==> src/rtl/branch_resolve_queue_pkg.sv <==
// Shared op-type constants: opcode ids, op-class codes and boolean levels.
// Latency: none (constants and a pure helper function only).
// Backpressure: not applicable.
package branch_resolve_queue_pkg;

  localparam logic TRUE  = 1'b1;
  localparam logic FALSE = 1'b0;

  // Opcode ids as carried on enq_op / rob_op_commit
  localparam logic [5:0] OP_NOP  = 6'd0;
  localparam logic [5:0] OP_JAL  = 6'd1;
  localparam logic [5:0] OP_JALR = 6'd2;
  localparam logic [5:0] OP_BEQ  = 6'd3;
  localparam logic [5:0] OP_BNE  = 6'd4;
  localparam logic [5:0] OP_BLT  = 6'd5;
  localparam logic [5:0] OP_BGE  = 6'd6;
  localparam logic [5:0] OP_BLTU = 6'd7;
  localparam logic [5:0] OP_BGEU = 6'd8;

  // Op classes as carried on enq_op_type / rob_op_type
  localparam logic [2:0] OPT_RTYPE = 3'd0;
  localparam logic [2:0] OPT_ITYPE = 3'd1;
  localparam logic [2:0] OPT_STYPE = 3'd2;
  localparam logic [2:0] OPT_BTYPE = 3'd3;
  localparam logic [2:0] OPT_UTYPE = 3'd4;
  localparam logic [2:0] OPT_JTYPE = 3'd5;

  localparam logic [31:0] PC_STEP = 32'd4;

  // Fall-through PC; wraps at 2^32
  function automatic logic [31:0] pc_plus4(input logic [31:0] pc);
    return pc + PC_STEP;
  endfunction

endpackage

==> src/rtl/branch_resolve_queue_mispredict_check.sv <==
// Compares predicted vs actual outcome of one entry and computes its correct next PC.
// Latency: purely combinational.
// Backpressure: none; evaluated every cycle on the head entry.
module brq_mispredict_check
  import branch_resolve_queue_pkg::*;
(
  input  logic [31:0] i_pc,
  input  logic        i_pred_taken,
  input  logic [31:0] i_pred_target,
  input  logic        i_act_taken,
  input  logic [31:0] i_act_target,
  output logic        o_mispredict,
  output logic [31:0] o_next_pc
);

  // Wrong direction, or right "taken" direction with the wrong target
  always_comb begin
    o_next_pc    = i_act_taken ? i_act_target : pc_plus4(i_pc);
    o_mispredict = FALSE;
    if (i_pred_taken != i_act_taken) begin
      o_mispredict = TRUE;
    end else if (i_act_taken && (i_pred_target != i_act_target)) begin
      o_mispredict = TRUE;
    end
  end

endmodule

==> src/rtl/branch_resolve_queue.sv <==
// In-order queue of in-flight branches: enqueue at dispatch, out-of-order resolve, in-order commit.
// Latency: commit outputs registered one cycle after the head is valid+resolved+commit_en_in.
// Backpressure: enq_ready low when full (no same-cycle bypass); rdy_in low freezes everything.
module branch_resolve_queue
  import branch_resolve_queue_pkg::*;
#(
  parameter int DEPTH = 16,
  parameter int TAG_W = 4
) (
  input  logic             clk_in,
  input  logic             rst_n_in,
  input  logic             rdy_in,
  input  logic             flush_in,
  input  logic             enq_valid,
  input  logic [31:0]      enq_pc,
  input  logic [5:0]       enq_op,
  input  logic [2:0]       enq_op_type,
  input  logic             enq_pred_taken,
  input  logic [31:0]      enq_pred_target,
  output logic             enq_ready,
  output logic [TAG_W-1:0] enq_tag,
  input  logic             res_valid,
  input  logic [TAG_W-1:0] res_tag,
  input  logic             res_taken,
  input  logic [31:0]      res_target,
  input  logic             commit_en_in,
  output logic             rob_commit,
  output logic [31:0]      rob_pc_commit,
  output logic [5:0]       rob_op_commit,
  output logic [2:0]       rob_op_type,
  output logic             rob_result,
  output logic [31:0]      rob_pc_result,
  output logic             mispredict,
  output logic [TAG_W:0]   count
);

  localparam logic [TAG_W:0]   FULL_CNT = (TAG_W+1)'(DEPTH);
  localparam logic [TAG_W:0]   CNT_ONE  = (TAG_W+1)'(1);
  localparam logic [TAG_W-1:0] TAG_ONE  = TAG_W'(1);

  // Per-entry state; payload arrays are only meaningful where r_valid is set
  logic [DEPTH-1:0] r_valid;
  logic [DEPTH-1:0] r_resolved;
  logic [31:0]      r_pc          [DEPTH];
  logic [5:0]       r_op          [DEPTH];
  logic [2:0]       r_op_type     [DEPTH];
  logic             r_pred_taken  [DEPTH];
  logic [31:0]      r_pred_target [DEPTH];
  logic             r_act_taken   [DEPTH];
  logic [31:0]      r_act_target  [DEPTH];

  logic [TAG_W-1:0] r_head;
  logic [TAG_W-1:0] r_tail;
  logic [TAG_W:0]   r_count;

  logic             r_commit;
  logic             r_mispredict;
  logic [31:0]      r_pc_commit;
  logic [5:0]       r_op_commit;
  logic [2:0]       r_op_type_commit;
  logic             r_result;
  logic [31:0]      r_pc_result;

  logic             w_enq_fire;
  logic             w_res_fire;
  logic             w_commit_fire;
  logic             w_head_misp;
  logic [31:0]      w_head_next_pc;
  logic             w_squash;
  logic [TAG_W:0]   w_count_nxt;

  assign enq_ready = (r_count != FULL_CNT);
  assign enq_tag   = r_tail;
  assign count     = r_count;

  // Pulse outputs are masked while frozen; the rest simply hold their registers
  assign rob_commit    = r_commit & rdy_in;
  assign mispredict    = r_mispredict & rdy_in;
  assign rob_pc_commit = r_pc_commit;
  assign rob_op_commit = r_op_commit;
  assign rob_op_type   = r_op_type_commit;
  assign rob_result    = r_result;
  assign rob_pc_result = r_pc_result;

  assign w_enq_fire    = enq_valid && enq_ready;
  assign w_res_fire    = res_valid && r_valid[res_tag];
  // Uses registered resolved bit, so a same-cycle resolve of the head is not seen here
  assign w_commit_fire = !flush_in && r_valid[r_head] && r_resolved[r_head] && commit_en_in;
  assign w_squash      = flush_in || (w_commit_fire && w_head_misp);

  brq_mispredict_check u_misp_check (
    .i_pc          (r_pc[r_head]),
    .i_pred_taken  (r_pred_taken[r_head]),
    .i_pred_target (r_pred_target[r_head]),
    .i_act_taken   (r_act_taken[r_head]),
    .i_act_target  (r_act_target[r_head]),
    .o_mispredict  (w_head_misp),
    .o_next_pc     (w_head_next_pc)
  );

  // Occupancy: enqueue and commit together leave the count unchanged
  always_comb begin
    w_count_nxt = r_count;
    if (w_enq_fire && !w_commit_fire) begin
      w_count_nxt = r_count + CNT_ONE;
    end else if (!w_enq_fire && w_commit_fire) begin
      w_count_nxt = r_count - CNT_ONE;
    end
  end

  // Control state, pointers and commit-side outputs; squash wins over enqueue/resolve
  always_ff @(posedge clk_in) begin
    if (!rst_n_in) begin
      r_head           <= '0;
      r_tail           <= '0;
      r_count          <= '0;
      r_valid          <= '0;
      r_resolved       <= '0;
      r_commit         <= 1'b0;
      r_mispredict     <= 1'b0;
      r_pc_commit      <= '0;
      r_op_commit      <= '0;
      r_op_type_commit <= '0;
      r_result         <= 1'b0;
      r_pc_result      <= '0;
    end else if (rdy_in) begin
      r_commit     <= w_commit_fire;
      r_mispredict <= w_commit_fire && w_head_misp;
      if (w_commit_fire) begin
        r_pc_commit      <= r_pc[r_head];
        r_op_commit      <= r_op[r_head];
        r_op_type_commit <= r_op_type[r_head];
        r_result         <= r_act_taken[r_head];
        r_pc_result      <= w_head_next_pc;
      end
      if (w_squash) begin
        r_head     <= '0;
        r_tail     <= '0;
        r_count    <= '0;
        r_valid    <= '0;
        r_resolved <= '0;
      end else begin
        if (w_enq_fire) begin
          r_valid[r_tail]    <= 1'b1;
          r_resolved[r_tail] <= 1'b0;
          r_tail             <= r_tail + TAG_ONE;
        end
        if (w_res_fire) begin
          r_resolved[res_tag] <= 1'b1;
        end
        // Retiring entry is cleared last so a late resolve to it cannot revive it
        if (w_commit_fire) begin
          r_valid[r_head]    <= 1'b0;
          r_resolved[r_head] <= 1'b0;
          r_head             <= r_head + TAG_ONE;
        end
        r_count <= w_count_nxt;
      end
    end else begin
      r_commit     <= 1'b0;
      r_mispredict <= 1'b0;
    end
  end

  // Entry payload: prediction at enqueue, actual outcome at resolve
  always_ff @(posedge clk_in) begin
    if (rst_n_in && rdy_in && !w_squash) begin
      if (w_enq_fire) begin
        r_pc[r_tail]          <= enq_pc;
        r_op[r_tail]          <= enq_op;
        r_op_type[r_tail]     <= enq_op_type;
        r_pred_taken[r_tail]  <= enq_pred_taken;
        r_pred_target[r_tail] <= enq_pred_target;
      end
      if (w_res_fire) begin
        r_act_taken[res_tag]  <= res_taken;
        r_act_target[res_tag] <= res_target;
      end
    end
  end

endmodule

==> config.mk <==
export PLATFORM = sky130hd
export DESIGN_NAME = branch_resolve_queue
export DESIGN_NICKNAME = d
export VERILOG_FILES = /design/src/rtl/branch_resolve_queue_pkg.sv /design/src/rtl/branch_resolve_queue_mispredict_check.sv /design/src/rtl/branch_resolve_queue.sv
export SDC_FILE = /design/constraint.sdc
export NUM_CORES = 2
export LEC_CHECK = 0
export CORE_ASPECT_RATIO = 1.4
export CORE_MARGIN = 3
export CORE_UTILIZATION = 58
export CTS_BUF_LIST = sky130_fd_sc_hd__clkbuf_8
export DETAILED_ROUTE_END_ITERATION = 10
export GPL_ROUTABILITY_DRIVEN = 0
export GPL_TIMING_DRIVEN = 0
export PLACE_DENSITY = 0.84
export SLEW_MARGIN = 5
export SYNTH_ARGS = -nofsm -noshare
export SYNTH_HDL_FRONTEND = slang
export SYNTH_SLANG_ARGS = --single-unit
==> constraint.sdc <==
create_clock -name clk_in -period 11.82 [get_ports clk_in]
set_clock_uncertainty 0.1 [all_clocks]
set_input_delay 2.364 -clock clk_in [delete_from_list [all_inputs] [get_ports clk_in]]
set_output_delay 2.364 -clock clk_in [all_outputs]
set_load 0.03 [all_outputs]
==> run summary <==
clock sinks -> 1837
Seq cells post-synth -> 1837
static leakage -> 26.71 nW
Synth warnings -> 0
final setup fails -> 0
clk_lat worst skew -> 1.01 ns
NetSw -> 2.720 mW
Clock Pin Slew Worst Setup and Hold Paths -> 0.06 ns
synthesized instance count -> 3482
Syn Nets -> 3613
largest family of logic cells by synthesized area -> multiplexers
gr ovfl total -> 0
Core ar. -> 0.1217 mm2
Hold Buf Count CTS -> 0
drt total wl -> 214.8 mm
sequential share of power -> 56.3%
xor and xnor area share after synthesis -> 0.7592%
1st-pass router iterations -> 6
Primary FF master, synth -> edfxtp_1
Critical Path AT -> 10.43 ns
Slew Limit Fails -> 0
status -> finished with violations
Synth Area in Simple Gates -> 3.187%
adder-cell area share of the yosys netlist -> 0.2379%
Yosys top cell by area -> edfxtp_1
H-tree Lvls -> 5
CP Launch Type -> flop
post-synthesis mux area share -> 15.26%
placed wire-length estimate -> 146.4 mm
clock buffer depth -> 4
largest net degree at the start of global routing -> 35
Finished Cell Area -> 0.08321 mm2
ANT nets after route -> 0
Slew HR -> 0.6651%
Worst Hold Class -> flop to flop
Mapped Area -> 0.07152 mm2
port buffer count -> 202
Vias/cell -> 6.929
Die Width -> 302.8 um
failing checks -> capacitance limit
synth top area cells -> edfxtp_1 (72%), mux4_2 (14%), dfxtp_1 (3.5%)
top cell type's share of synthesized area -> 71.88%
Post-synth EDFFs -> 1712
starting density of the core -> 58.78%
most frequent cell after synthesis -> edfxtp_1
CTS buffer count -> 276
largest stage delay on the critical path -> 1.03 ns
DRT iter0 DRCs -> 7263
Die Ht -> 421.5 um
Post-DP Area -> 0.07801 mm2
RSZ-0062 raised after global routing -> no
Compound-Gate Fraction of Synth Area -> 3.539%
GRT Util Overall -> 33.99%
final worst-path cycle share -> 83.44%
Most common cell on crit path -> buf_4
post-CTS setup buffer count -> 0
Via Count -> 41940
Area Growth Syn to Fin -> 16.34%
Root Buffer -> clkbuf_8
logic gate share of total power -> 4.4%
Crit. End Element -> flop
worst slew pin tran -> 1.490 ns
DP Cell Count -> 5560
CTS tree -> done
switching part of the total -> 21.52%
WP data required -> 12.39 ns
Int Pwr -> 9.922 mW
peak supply drop -> 101.1 uV
syn_area_per_cell -> 20.54 um2
clock share of power -> 39.4%
DR WL/cell -> 35.49 um
max-cap viol count -> 1
Non-Filler Instances -> 6053
Seq/Total Area, Yosys -> 75.38%
I/O pin count -> 204
Hold Vio Cnt, Final -> 0
standard-cell row count -> 151
worst path cell trace -> buf_4 > buf_4 > buf_4 > clkbuf_1 > buf_2 > mux4_2 > a221oi_1 > xor2_1 > nor4_1 > o211ai_1 > nor4_2 > o21bai_2 > buf_6 > buf_2 > nor4_2 > buf_4 > buf_4 > buf_4 > buf_4 > buf_4 > buf_4 > buf_4
critical path class -> flop to flop
CP max stage cell -> a221oi_1
Async SR Flop Fraction -> 0%
Cell variety after synth -> 73
first-pass GRT wire length -> 301.5 mm
post-CTS resize count -> 0
initial antenna violation count -> 29
fmax -> 0.1014 GHz
share of cells above drive strength 1 -> 27.41%
PD cells -> 151.9 mW/mm2
residual DRC count -> 0
setup TNS -> 0 ns
number of global-route vias before repair -> 42100
Critical Path Fanout Max -> 10
full die area -> 0.1276 mm2
nets@finish -> 4364
minimum clock period -> 9.862 ns
top cells by count, synth -> edfxtp_1 (1712), mux4_2 (453), nand2_1 (203), dfxtp_1 (125), clkbuf_1 (99)
==> sequential cells by signal (all words and copies together) (netlist names), 3 cells and up, named ones only <==
register       count
rob_op_type        3
r_act_target     512
r_pred_target    512
enq_tag            4
rob_op_commit      6
r_resolved        16
r_pc             512
count              5
rob_pc_result     32
r_head             4
r_op              96
r_op_type         48
r_act_taken       16
rob_pc_commit     32
r_valid           16
r_pred_taken      16
==> kinds of logic (layout without fill, tap and decap cells) <==
family          after synthesis  after routing
simple gates                470            470
compound gates              355            355
fa+ha+maj                    13             13
other cells                   0             25
xor+xnor                     62             62
mux                         524            524
buf+inv                     221           1161
flops                      1837           1837
==> path summary, 6_finish.rpt <==
kind | start | end | slack (ns) | cells past startpoint
worst max-delay path | flop | r_pred_target[15][0]$_DFFE_PP_ | 1.96 | 22
worst min-delay path | rob_op_commit[0]$_SDFFE_PN0P_ | rob_op_commit[0]$_SDFFE_PN0P_ | 0.37 | 2
worst max register to register | flop | r_pred_target[15][0]$_DFFE_PP_ | 1.96 | 22
worst min register to register | rob_op_commit[0]$_SDFFE_PN0P_ | rob_op_commit[0]$_SDFFE_PN0P_ | 0.37 | 2
==> placed cells by master, fill, tap and decap left out, types with 22 or more instances in the layout <==
cell and n:
clkdlybuf4s50_1 202, mux2i_1 71, a21oi_1 89, nand3_1 22, o21ai_0 45, xnor2_1 31
xor2_1 31, a221oi_1 51, diode_2 25, and3_1 26, a22o_1 32, dfxtp_1 125
buf_6 47, inv_1 90, clkinv_1 47, a22oi_1 43, buf_4 262, nor3_1 34
and2_1 25, nor2_1 65, clkbuf_8 297, nand2_1 203, clkinv_2 39, clkbuf_1 99
mux4_2 453, buf_2 30, edfxtp_1 1712
==> critical path, delay by kind of cell, from the launching register on <==
| kind | cells | cell delay, ns |
|---|---|---|
| muxes | 1 | 0.39 |
| and+or+nand+nor | 3 | 2.41 |
| xor gates and xnor gates | 1 | 0.17 |
| AOI/OAI and AO/OA | 3 | 1.53 |
| buffers and inverters | 14 | 4.36 |
| DFF | 1 | 0.56 |
==> routing by layer <==
metal  part of all wire, %  GRT usage (%)  up-vias
li1                      -              -    16000
met1                    30          39.51    20770
met2                    47          52.56     4064
met3                    14          11.62     1096
met4                   9.3          25.04       16
met5                 0.047              0        -
==> final cells by class <==
type / instances / area, um2
inverter: 22 / 82.58
fill: 7025 / 38460
timing repair buffer: 473 / 4332
tap: 1606 / 2009
clock buffer: 297 / 4088
antenna: 25 / 62.56
sequential: 1837 / 53910
multi-input combinational: 1424 / 16590
buffer: 199 / 1091
clock inverter: 170 / 1040
==> through the flow <==
step / hold WS [ns] / setup slack (ns) / util [%] / total power, mW
after floorplan: 0.3249 / 0.01897 / - / 7.544
after global placement: 0.3456 / -15.40 / 62.10 / 7.763
after detailed placement: 0.3615 / 2.317 / 64.12 / 7.785
after CTS: 0.3701 / 2.249 / 68.33 / 12.63
after global routing: 0.3853 / 2.157 / 68.36 / 12.95
final: 0.3732 / 1.958 / 68.39 / 12.64
==> power by group through the flow <==
stage | logic [mW] | registers, mW | clock network [mW]
4_1_cts | 0.538 | 7.11 | 4.98
3_3_place_gp | 0.510 | 7.25 | 0
6_report | 0.550 | 7.11 | 4.98
2_1_floorplan | 0.290 | 7.25 | 0
5_1_grt | 0.572 | 7.11 | 5.27
3_5_place_dp | 0.533 | 7.25 | 0
Note: power is estimated with default switching activity, not from simulation.
